<file path="src/rtl/calc_pkg.sv">
// calc_pkg: shared state encodings, opcodes and default debounce length for the calculator sequencer
package calc_pkg;
  typedef enum logic [1:0] {
    S_A    = 2'b00,
    S_B    = 2'b01,
    S_CALC = 2'b10,
    S_RES  = 2'b11
  } state_t;
  localparam logic OP_ADD = 1'b0;
  localparam logic OP_SUB = 1'b1;
  localparam int DEF_DEBOUNCE_CYCLES = 50000;
endpackage

</file>
<file path="src/rtl/key_debounce.sv">
// key_debounce: synchronises a bouncing active-low key and emits one pulse per accepted press
import calc_pkg::*;
module key_debounce #(
  parameter int DEBOUNCE_CYCLES = DEF_DEBOUNCE_CYCLES,
  parameter int CNT_W = 16
) (
  input  logic clk,
  input  logic rst_n,
  input  logic key_n,
  output logic pulse
);
  logic s1, s2, acc, acc_d, lvl;
  logic [CNT_W-1:0] cnt;
  assign lvl = ~s2;
  // accepted level resets to pressed so a key held through reset must be released before it can count
  always_ff @(posedge clk or negedge rst_n)
    if (!rst_n) begin
      s1 <= 1'b1;
      s2 <= 1'b1;
      acc <= 1'b1;
      acc_d <= 1'b1;
      cnt <= '0;
      pulse <= 1'b0;
    end else begin
      s1 <= key_n;
      s2 <= s1;
      acc_d <= acc;
      pulse <= acc & ~acc_d;
      if (lvl == acc) cnt <= '0;
      else if (cnt == CNT_W'(DEBOUNCE_CYCLES - 1)) begin
        acc <= lvl;
        cnt <= '0;
      end else cnt <= cnt + CNT_W'(1);
    end
endmodule

</file>
<file path="src/rtl/calc_sequencer.sv">
// calc_sequencer: Enter-driven A/B/compute/result sequencer with registered datapath strobes (optional CALC_RESULT_CHAIN_EN)
import calc_pkg::*;
module calc_sequencer #(
  parameter int DEBOUNCE_CYCLES = DEF_DEBOUNCE_CYCLES,
  parameter int CNT_W = 16
) (
  input  logic       CLK,
  input  logic       reset,
  input  logic       enter_n,
  input  logic       addsub_in,
  output logic       a_load,
  output logic       b_load,
  output logic       r_load,
  output logic       ou_load,
  output logic       iu_au,
  output logic       addsub_op,
  output logic [1:0] state_o,
  output logic       a_src
);
`ifdef CALC_RESULT_CHAIN_EN
  localparam logic CHAIN = 1'b1;
  localparam state_t RES_NXT = S_B;
`else
  localparam logic CHAIN = 1'b0;
  localparam state_t RES_NXT = S_A;
`endif
  state_t state, nxt;
  logic enter_pulse;
  key_debounce #(.DEBOUNCE_CYCLES(DEBOUNCE_CYCLES), .CNT_W(CNT_W)) u_deb (
    .clk(CLK),
    .rst_n(reset),
    .key_n(enter_n),
    .pulse(enter_pulse)
  );
  assign state_o = state;
  // next state; compute always advances and drops any Enter that lands on it
  always_comb
    nxt = state == S_CALC ? S_RES :
          !enter_pulse    ? state :
          state == S_A    ? S_B   :
          state == S_B    ? S_CALC : RES_NXT;
  // state and all outputs registered so they change together one cycle after the Enter pulse
  always_ff @(posedge CLK or negedge reset)
    if (!reset) begin
      state <= S_A;
      a_load <= 1'b0;
      b_load <= 1'b0;
      r_load <= 1'b0;
      ou_load <= 1'b0;
      iu_au <= 1'b0;
      addsub_op <= OP_ADD;
      a_src <= 1'b0;
    end else begin
      state <= nxt;
      a_load <= enter_pulse && (state == S_A || (CHAIN && state == S_RES));
      b_load <= enter_pulse && state == S_B;
      r_load <= state == S_CALC;
      ou_load <= nxt != S_CALC;
      iu_au <= nxt[1];
      a_src <= CHAIN && enter_pulse && state == S_RES;
      if (enter_pulse && state == S_B) addsub_op <= addsub_in;
    end
endmodule

</file>
<file path="config.mk">
export PLATFORM = sky130hd
export DESIGN_NAME = calc_sequencer
export DESIGN_NICKNAME = d
export VERILOG_FILES = /design/src/rtl/calc_pkg.sv /design/src/rtl/key_debounce.sv /design/src/rtl/calc_sequencer.sv
export SDC_FILE = /design/constraint.sdc
export NUM_CORES = 1
export LEC_CHECK = 0
export BUFFER_PORTS_ARGS = -buffer_cell sky130_fd_sc_hd__buf_2
export CORE_MARGIN = 2
export CORE_UTILIZATION = 55
export CTS_CLUSTER_DIAMETER = 150
export CTS_CLUSTER_SIZE = 25
export DETAILED_ROUTE_END_ITERATION = 16
export GPL_TIMING_DRIVEN = 0
export PLACE_DENSITY = 0.75
export SLEW_MARGIN = 40
export SYNTH_ARGS = -nofsm -noshare
export SYNTH_HDL_FRONTEND = slang
export SYNTH_SLANG_ARGS = --single-unit
</file>
<file path="constraint.sdc">
create_clock -name CLK -period 1.8 [get_ports CLK]
set_clock_uncertainty 0.05 [all_clocks]
set_input_delay 0.09 -clock CLK [delete_from_list [all_inputs] [get_ports CLK]]
set_output_delay 0.09 -clock CLK [all_outputs]
set_load 0.01 [all_outputs]
</file>
==> impl_metrics.ini, run 1 <==
[cells_and_area]
n_fill_cell = 182
stdcell_area_sq_mm = 0.00139
final_nets = 131
drive_gt1_share_pct = 26.4
antenna_cells = 0
syn2layout_area_growth_pct = 11.8
layout_commonest_cell = dfrtp_1
final_cell_mix = 24 x dfrtp_1, 16 x nor2_1, 13 x xnor2_1, 11 x buf_2, 6 x nand2_1
largest_register_ffs = 16
final-instance-count-excl-fill = 153
largest-register = u_deb.cnt

[synth]
synth_area_sq_mm = 0.00124
syn_inst = 107
synth.distinct_cells = 28
synth.net_count = 112
yosys_warnings = 0
synth.avg_cell_area_sq_um = 11.6
synth_seq_area_share_pct = 57.0
ys_ff_latch = 28

[critical_path]
worstSetupPathType = reg -> reg
worstPathArrival_ns = 1.82
crit_buf_inv = 1
critPathLaunchType = register
slowest_stage = dfrtp_1
critPathRequiredTime_ns = 1.97
max_stage_delay_ns = 0.42
critPathTopFamily = simple AND/OR/NAND/NOR gates
end_kind = register
path_max_fanout = 10
crit_path_cell_trace = ha_1 -> and3_1 -> nand4_1 -> nand2_2 -> buf_6 -> nor2_1

[grt]
track_usage_pct = 17.6
grt_pass1_vias = 766
grt-ovfl-total = 0
grt_pass1_wl_um = 3390
grt_antenna_before_repair = 0
grt_max_degree = 29

[place]
port_buffers = 11
post_dp_cell_area_sq_mm = 0.00133
globalplace.congestion = 0.792
hpwl_um = 1320
dpl.cell_count = 146

[floorplan]
io_pins = 13
core_area_sq_mm = 0.00217
die_h_um = 51.5
rows = 17
die_w_um = 51.5
start_util_pct = 57.1
die_area_sq_mm = 0.00265

[sta]
whs_ns = 0.236
max_freq_mhz = 606
setup_tns_ns = 0
rsz0062_at_grt = false
report.final.hold_viol_count = 0
drv_slew = 0
fin_crit_sh_pct = 91.7
worst_slew_pin_slew_ns = 0.579
max_slew_margin_pct = 61.4
finalCriticalPeriod_ns = 1.65
setup_violations = 0

[power]
total_leakage_power_nw = 0.606
p_seq_share_pct = 68.8
combPwrFrac_pct = 4.4
pwr-share-clk_pct = 26.8
switching_share_pct = 21.1
switching_power_mw = 0.198
internal_power_mw = 0.742
ir_drop_v = 0.000632
power_density_mw_per_mm2 = 679

[job]
cap_violations = 0

[route]
drt_iter0_markers = 13
num_vias = 804
drc = 0
drtAntennaViolNets = 0
viasPerCell = 5.25
routedWlPerCell_um = 12.5
routed_wl_um = 1910
firstDrtPassIters = 4

[clock_network]
clk_transition_reported_paths_ns = 0.14
clock_path_buffers = 2
cts_root_buffer = clkbuf_4
clock_latency_ns = 0.32
postCtsSetupRepairBufs = 0
cts_num_sinks = 28
cts_buffers = 3
cts_htree_levels = 1
cts_tree = built

[min_path]
hold_path_class = in -> async

[run_status]
status = finished clean
[metrics by stage]
stage | total power, mW | utilization (%) | setup WS [ns]
after floorplan | 0.675 | - | 0.367
after global placement | 0.694 | 61.2 | 0.177
after detailed placement | 0.696 | 61.2 | 0.161
after CTS | 0.958 | 63.8 | 0.136
after global routing | 0.984 | 63.8 | 0.0250
final | 0.940 | 63.8 | 0.149
[power groups by stage]
stage / registers, mW / clock network [mW] / logic (mW)
floorplan: 0.657 / 0 / 0.0180
CTS: 0.647 / 0.269 / 0.0425
detailed placement: 0.658 / 0 / 0.0379
global route: 0.648 / 0.289 / 0.0476
global placement: 0.657 / 0 / 0.0362
finish: 0.647 / 0.252 / 0.0412
[Yosys cell counts]
cell,count,share of area (%)
nor4_2,4,4.0
buf_6,1,0.91
nor2_2,2,1.0
dfrtp_1,24,48
a21oi_1,1,0.40
nor4b_2,1,1.2
ha_1,1,1.0
inv_1,4,1.2
nor2b_1,2,1.0
buf_4,2,1.2
mux2_2,1,0.91
nand2_2,1,0.51
nor3_1,5,2.0
nand4_1,2,1.0
nor3b_1,1,0.61
nand2_1,6,1.8
conb_1,1,0.30
xnor2_1,13,9.2
o21ai_1,1,0.40
and3_1,2,1.0
dfstp_2,4,8.5
nor2_1,16,4.8
nand3_4,1,1.4
nor4b_1,1,0.71
nand3_1,5,2.0
xor2_1,2,1.4
and4b_1,1,0.81
nand4_2,2,2.0
[layout make-up]
class                   instances  area [sq um]  share of cell area, %
flip-flops and latches         28           706                   50.9
repair buffers                 14          85.1                   6.14
well taps                      28          35.0                   2.53
plain buffers                   3          26.3                   1.90
inverters                       4          15.0                   1.08
clock buffers                   4          26.3                   1.90
multi-input cells              72           492                   35.5
[worst register-to-register path, cell delays in order (launching register included)]
cell and delay, ns:
dfrtp_1 0.42, ha_1 0.22, and3_1 0.24, nand4_1 0.20, nand2_2 0.21, buf_6 0.17
nor2_1 0.05
[layer usage]
| layer | up-vias | GRT usage, % | routed length [um] |
|---|---|---|---|
| li1 | 391 | - | - |
| met1 | 390 | 22.6 | 905 |
| met2 | 19 | 29.5 | 906 |
| met3 | 4 | 2.63 | 67 |
| met4 | 0 | 7.89 | 34 |
| met5 | - | 0 | 0 |
[cells by family (layout without fill, tap and decap cells)]
family                     count (synthesis)  after routing  synth area share [%]
AOI/OAI and AO/OA                          2              2                 0.807
xor gates and xnor gates                  15             15                  10.6
adders and majority gates                  1              1                  1.01
buffers and inverters                      7             25                  3.33
DFF                                       28             28                  57.0
muxes                                      1              1                 0.909
other                                      1              1                 0.303
and+or+nand+nor                           52             52                  26.1
[final timing paths]
check                                  startpoint                endpoint  slack [ns]  depth (start not counted)
max reg2reg                u_deb.cnt[1]$_DFF_PN0_  u_deb.cnt[0]$_DFF_PN0_        0.15                          6
max in group asynchronous                   reset      u_deb.s1$_DFF_PN1_        1.08                          2
max                        u_deb.cnt[1]$_DFF_PN0_  u_deb.cnt[0]$_DFF_PN0_        0.15                          6
min reg2reg                    u_deb.s1$_DFF_PN1_      u_deb.s2$_DFF_PN1_        0.32                          0
min in group CLK               u_deb.s1$_DFF_PN1_      u_deb.s2$_DFF_PN1_        0.32                          0
min                                         reset  u_deb.cnt[5]$_DFF_PN0_        0.24                          2
[what timing repair did]
item | CTS | global route
hold buffers | 3 | 0
endpoints found under the hold margin | 26 | 0
resized for setup | 0 | 0
No activity file was read; power rests on OpenSTA's default activity.
==> run 2, diff against run 1 <==
--- a/config.mk
+++ b/config.mk
@@ -13,6 +13,7 @@
 export DETAILED_ROUTE_END_ITERATION = 16
 export GPL_TIMING_DRIVEN = 0
 export PLACE_DENSITY = 0.75
+export RECOVER_POWER = 25
 export SLEW_MARGIN = 40
 export SYNTH_ARGS = -nofsm -noshare
 export SYNTH_HDL_FRONTEND = slang
==> run 2 against run 1 <==
  * Sequential share of layout area stayed put
  * Die area stayed put
  * Largest cell class unchanged
  * Critical path type unchanged
  * Design area did not move
==> impl_metrics.ini, run 2 (synthesized netlist as in run 1, its figures left out) <==
[sta]
rsz0062_at_grt = false
report.final.hold_viol_count = 0
whs_ns = 0.260
drv_slew = 0
fin_ws_ns = 0.149
fin_crit_sh_pct = 91.7
worst_slew_pin_slew_ns = 0.644
setup_violations = 0
setup_tns_ns = 0
finalCriticalPeriod_ns = 1.65
max_freq_mhz = 606
max_slew_margin_pct = 57.1

[place]
dpl.cell_count = 146
preCtsSetupSlack_ns = 0.161
post_dp_cell_area_sq_mm = 0.00133
hpwl_um = 1320
globalplace.congestion = 0.792
port_buffers = 11

[floorplan]
rows = 17
die_w_um = 51.5
die_area_sq_mm = 0.00265
io_pins = 13
die_h_um = 51.5
start_util_pct = 57.1
core_area_sq_mm = 0.00217

[route]
drtAntennaViolNets = 0
viasPerCell = 5.25
routed_wl_um = 1910
drt_iter0_markers = 13
drc = 0
routedWlPerCell_um = 12.5
num_vias = 804
firstDrtPassIters = 4

[cells_and_area]
layout_commonest_cell = dfrtp_1
syn2layout_area_growth_pct = 11.8
largest_register_ffs = 16
stdcell_area_sq_mm = 0.00139
utilization_pct = 63.8
antenna_cells = 0
drive_gt1_share_pct = 25.6
n_fill_cell = 182
largest-register = u_deb.cnt
final_cell_mix = 24 x dfrtp_1, 16 x nor2_1, 13 x xnor2_1, 10 x buf_2, 6 x nand2_1
final-instance-count-excl-fill = 153
final_nets = 131

[clock_network]
clock_path_buffers = 2
postCtsSetupRepairBufs = 0
cts_num_sinks = 28
cts_root_buffer = clkbuf_4
cts_htree_levels = 1
clock_latency_ns = 0.32
cts_resized = 0
cts_buffers = 3
cts_tree = built
clk_transition_reported_paths_ns = 0.14

[grt]
grt_pass1_vias = 766
grt_pass1_wl_um = 3390
grt_max_degree = 29
grt_antenna_before_repair = 0
grt-ovfl-total = 0
track_usage_pct = 17.6

[power]
power_density_mw_per_mm2 = 679
ir_drop_v = 0.000631
total_leakage_power_nw = 0.607
fin_total_pwr_mw = 0.940

[critical_path]
crit_path_cell_trace = ha_1 -> and3_1 -> nand4_1 -> nand2_2 -> buf_6 -> nor2_1
worstPathArrival_ns = 1.82
slowest_stage = dfrtp_1
crit_buf_inv = 1
critPathLaunchType = register
path_max_fanout = 10
critPathRequiredTime_ns = 1.97
end_kind = register
worstSetupPathType = reg -> reg
max_stage_delay_ns = 0.42
critPathTopFamily = simple AND/OR/NAND/NOR gates

[run_status]
status = finished clean

[min_path]
hold_path_class = in -> async

[job]
cap_violations = 0
==> run 2: path summary, 6_finish.rpt <==
kind                                                to  depth (start not counted)                   start  slack (ns)
worst max-delay path            u_deb.cnt[0]$_DFF_PN0_                          6  u_deb.cnt[1]$_DFF_PN0_        0.15
worst min-delay path            u_deb.cnt[5]$_DFF_PN0_                          2                   reset        0.26
min in group CLK                    u_deb.s2$_DFF_PN1_                          0      u_deb.s1$_DFF_PN1_        0.32
worst min register to register      u_deb.s2$_DFF_PN1_                          0      u_deb.s1$_DFF_PN1_        0.32
max in group asynchronous         state_o[0]$_DFF_PN0_                          2                   reset        1.02
worst max register to register  u_deb.cnt[0]$_DFF_PN0_                          6  u_deb.cnt[1]$_DFF_PN0_        0.15
==> run 2: area by class of cell <==
class,instances,area (sq um),share of cell area [%]
Tap cell,28,35.0,2.53
Buffer,3,26.3,1.90
Clock buffer,4,26.3,1.90
Inverter,4,15.0,1.08
Timing Repair Buffer,14,85.1,6.14
Multi-Input combinational cell,72,492,35.5
Sequential cell,28,706,50.9
==> run 2: timing repair <==
| item | in CTS | in global routing |
|---|---|---|
| hold endpoints to repair | 26 | 0 |
| endpoints found under the setup margin | 0 | 0 |
| hold buffers | 3 | 0 |
==> run 2: power by group <==
part	internal [mW]	switching [mW]	total (mW)
logic	0.0166	0.0246	0.0412
clock network	0.0866	0.165	0.252
registers	0.639	0.00813	0.647
==> run 2: metal layers <==
| layer | routed length [um] | global-route usage (%) | vias to the layer above |
|---|---|---|---|
| li1 | - | - | 391 |
| met1 | 904 | 22.6 | 390 |
| met2 | 906 | 29.5 | 19 |
| met3 | 67 | 2.63 | 4 |
| met4 | 34 | 7.89 | 0 |
| met5 | 0 | 0 | - |
==> run 3, diff against run 2 <==
--- a/config.mk
+++ b/config.mk
@@ -7,12 +7,11 @@
 export LEC_CHECK = 0
 export BUFFER_PORTS_ARGS = -buffer_cell sky130_fd_sc_hd__buf_2
 export CORE_MARGIN = 2
-export CORE_UTILIZATION = 55
+export CORE_UTILIZATION = 30
 export CTS_CLUSTER_DIAMETER = 150
 export CTS_CLUSTER_SIZE = 25
 export DETAILED_ROUTE_END_ITERATION = 16
 export GPL_TIMING_DRIVEN = 0
-export PLACE_DENSITY = 0.75
 export RECOVER_POWER = 25
 export SLEW_MARGIN = 40
 export SYNTH_ARGS = -nofsm -noshare
==> run 3 against run 2 <==
  * Cell count is 16% higher
  * Sequential share of layout area is 2.5 points lower
  * Die area is 76% higher
  * Critical endpoint is now u_deb.cnt[7]$_DFF_PN0_
  * Flip-flop and latch count stayed put
  * Maximum frequency is 1.3% higher
==> impl_metrics.ini, run 3 (synthesized netlist as in run 1, its figures left out) <==
[route]
drtAntennaViolNets = 0
firstDrtPassIters = 4
drc = 0
num_vias = 809
routedWlPerCell_um = 12.2
viasPerCell = 4.57
routed_wl_um = 2160
drt_iter0_markers = 21

[sta]
setup_tns_ns = 0
finalCriticalPeriod_ns = 1.63
fin_ws_ns = 0.170
report.final.hold_viol_count = 0
worst_slew_pin_slew_ns = 0.693
max_slew_margin_pct = 53.8
setup_violations = 0
drv_slew = 0
rsz0062_at_grt = false
fin_crit_sh_pct = 90.5
max_freq_mhz = 614

[critical_path]
end_kind = register
r2r-start = u_deb.cnt[0]$_DFF_PN0_
reg2reg_setup_slack_ns = 0.17
worstSetupPathType = reg -> reg
reg2reg_to = u_deb.cnt[7]$_DFF_PN0_
reg2reg_depth = 6
worstPathArrival_ns = 1.75
startpoint = u_deb.cnt[0]$_DFF_PN0_
path_max_fanout = 10
critPathRequiredTime_ns = 1.92
critPathLaunchType = register

[cells_and_area]
n_fill_cell = 383
final_cell_mix = 24 x dfrtp_1, 16 x nor2_1, 13 x xnor2_1, 10 x buf_2, 6 x nand2_1
largest_register_ffs = 16
largest-register = u_deb.cnt
final_nets = 133
stdcell_area_sq_mm = 0.00146
syn2layout_area_growth_pct = 17.6
drive_gt1_share_pct = 27.6
final-instance-count-excl-fill = 177
layout_commonest_cell = dfrtp_1
antenna_cells = 0

[floorplan]
start_util_pct = 31.0
core_area_sq_mm = 0.00400
die_h_um = 68.3
io_pins = 13
die_w_um = 68.3
die_area_sq_mm = 0.00466
rows = 23

[clock_network]
cts_num_sinks = 28
cts_tree = built
clk_transition_reported_paths_ns = 0.09
cts_htree_levels = 1
cts_buffers = 3
cts_resized = 0
cts_root_buffer = clkbuf_8
clock_latency_ns = 0.27
clock_path_buffers = 2

[grt]
grt_max_degree = 29
grt-ovfl-total = 0
grt_pass1_wl_um = 3640
grt_pass1_vias = 789
grt_antenna_before_repair = 0
track_usage_pct = 10.8

[place]
globalplace.congestion = 0.740
preCtsSetupSlack_ns = 0.147
post_dp_cell_area_sq_mm = 0.00136
port_buffers = 11
hpwl_um = 1480
dpl.cell_count = 168

[power]
ir_drop_v = 0.000345
power_density_mw_per_mm2 = 739
total_leakage_power_nw = 0.630

[min_path]
hold_start = u_deb.s1$_DFF_PN1_
hold_path_class = reg -> reg
hold_end = u_deb.s2$_DFF_PN1_
hold_path_depth = 0

[run_status]
status = finished clean

[job]
cap_violations = 0
==> run 3: cell count changes in the layout (fill, tap and decap cells not counted), sizes merged <==
cell / before / now
buf: 13 / 15
==> run 3: layout make-up <==
class                   count  area (sq um)  share of cell area (%)
plain buffers               3          26.3                    1.80
well taps                  50          62.6                    4.30
clock buffers               4          55.1                    3.78
inverters                   4          15.0                    1.03
flip-flops and latches     28           706                    48.5
multi-input cells          72           492                    33.8
repair buffers             16           100                    6.87
==> run 3: report_power, final <==
group | switching, mW | internal, mW | total, mW
Combinational | 0.0260 | 0.0192 | 0.0452
Sequential | 0.00848 | 0.638 | 0.647
Clock | 0.189 | 0.196 | 0.385
==> run 3: worst max path at each step <==
stage	to	slack (ns)	depth (start not counted)
2_1_floorplan	u_deb.cnt[10]$_DFF_PN0_	0.37	6
3_3_place_gp	u_deb.cnt[6]$_DFF_PN0_	0.19	6
3_5_place_dp	u_deb.cnt[7]$_DFF_PN0_	0.15	6
4_1_cts	u_deb.cnt[7]$_DFF_PN0_	0.13	6
5_1_grt	u_deb.cnt[11]$_DFF_PN0_	0.02	6
6_report	u_deb.cnt[7]$_DFF_PN0_	0.17	6
==> run 3: metrics by stage <==
step | hold slack, ns | utilization (%) | power [mW]
floorplan | -0.256 | - | 0.675
global placement | 0.0791 | 33.9 | 0.694
detailed placement | 0.0963 | 33.9 | 0.697
CTS | 0.313 | 36.0 | 1.09
global route | 0.320 | 36.4 | 1.13
finish | 0.311 | 36.4 | 1.08
==> run 3: timing repair <==
action / in CTS / in global routing
buffers inserted: 0 / 2
hold buffers: 3 / 0
hold endpoints to repair: 26 / 0
endpoints found under the setup margin: 0 / 7
==> run 3: routing by layer <==
metal / global-route usage, % / share of wire, %
met5: 0 / 0
met3: 1.97 / 2.5
met4: 7.00 / 1.1
met1: 13.9 / 48
met2: 16.5 / 48
==> run 3: critical path, cell delays in order, from the launching register on <==
cell and delay, ns:
dfrtp_1 0.42, ha_1 0.23, and3_1 0.25, nand4_1 0.20, nand2_2 0.17, buf_6 0.16
nor2_1 0.06
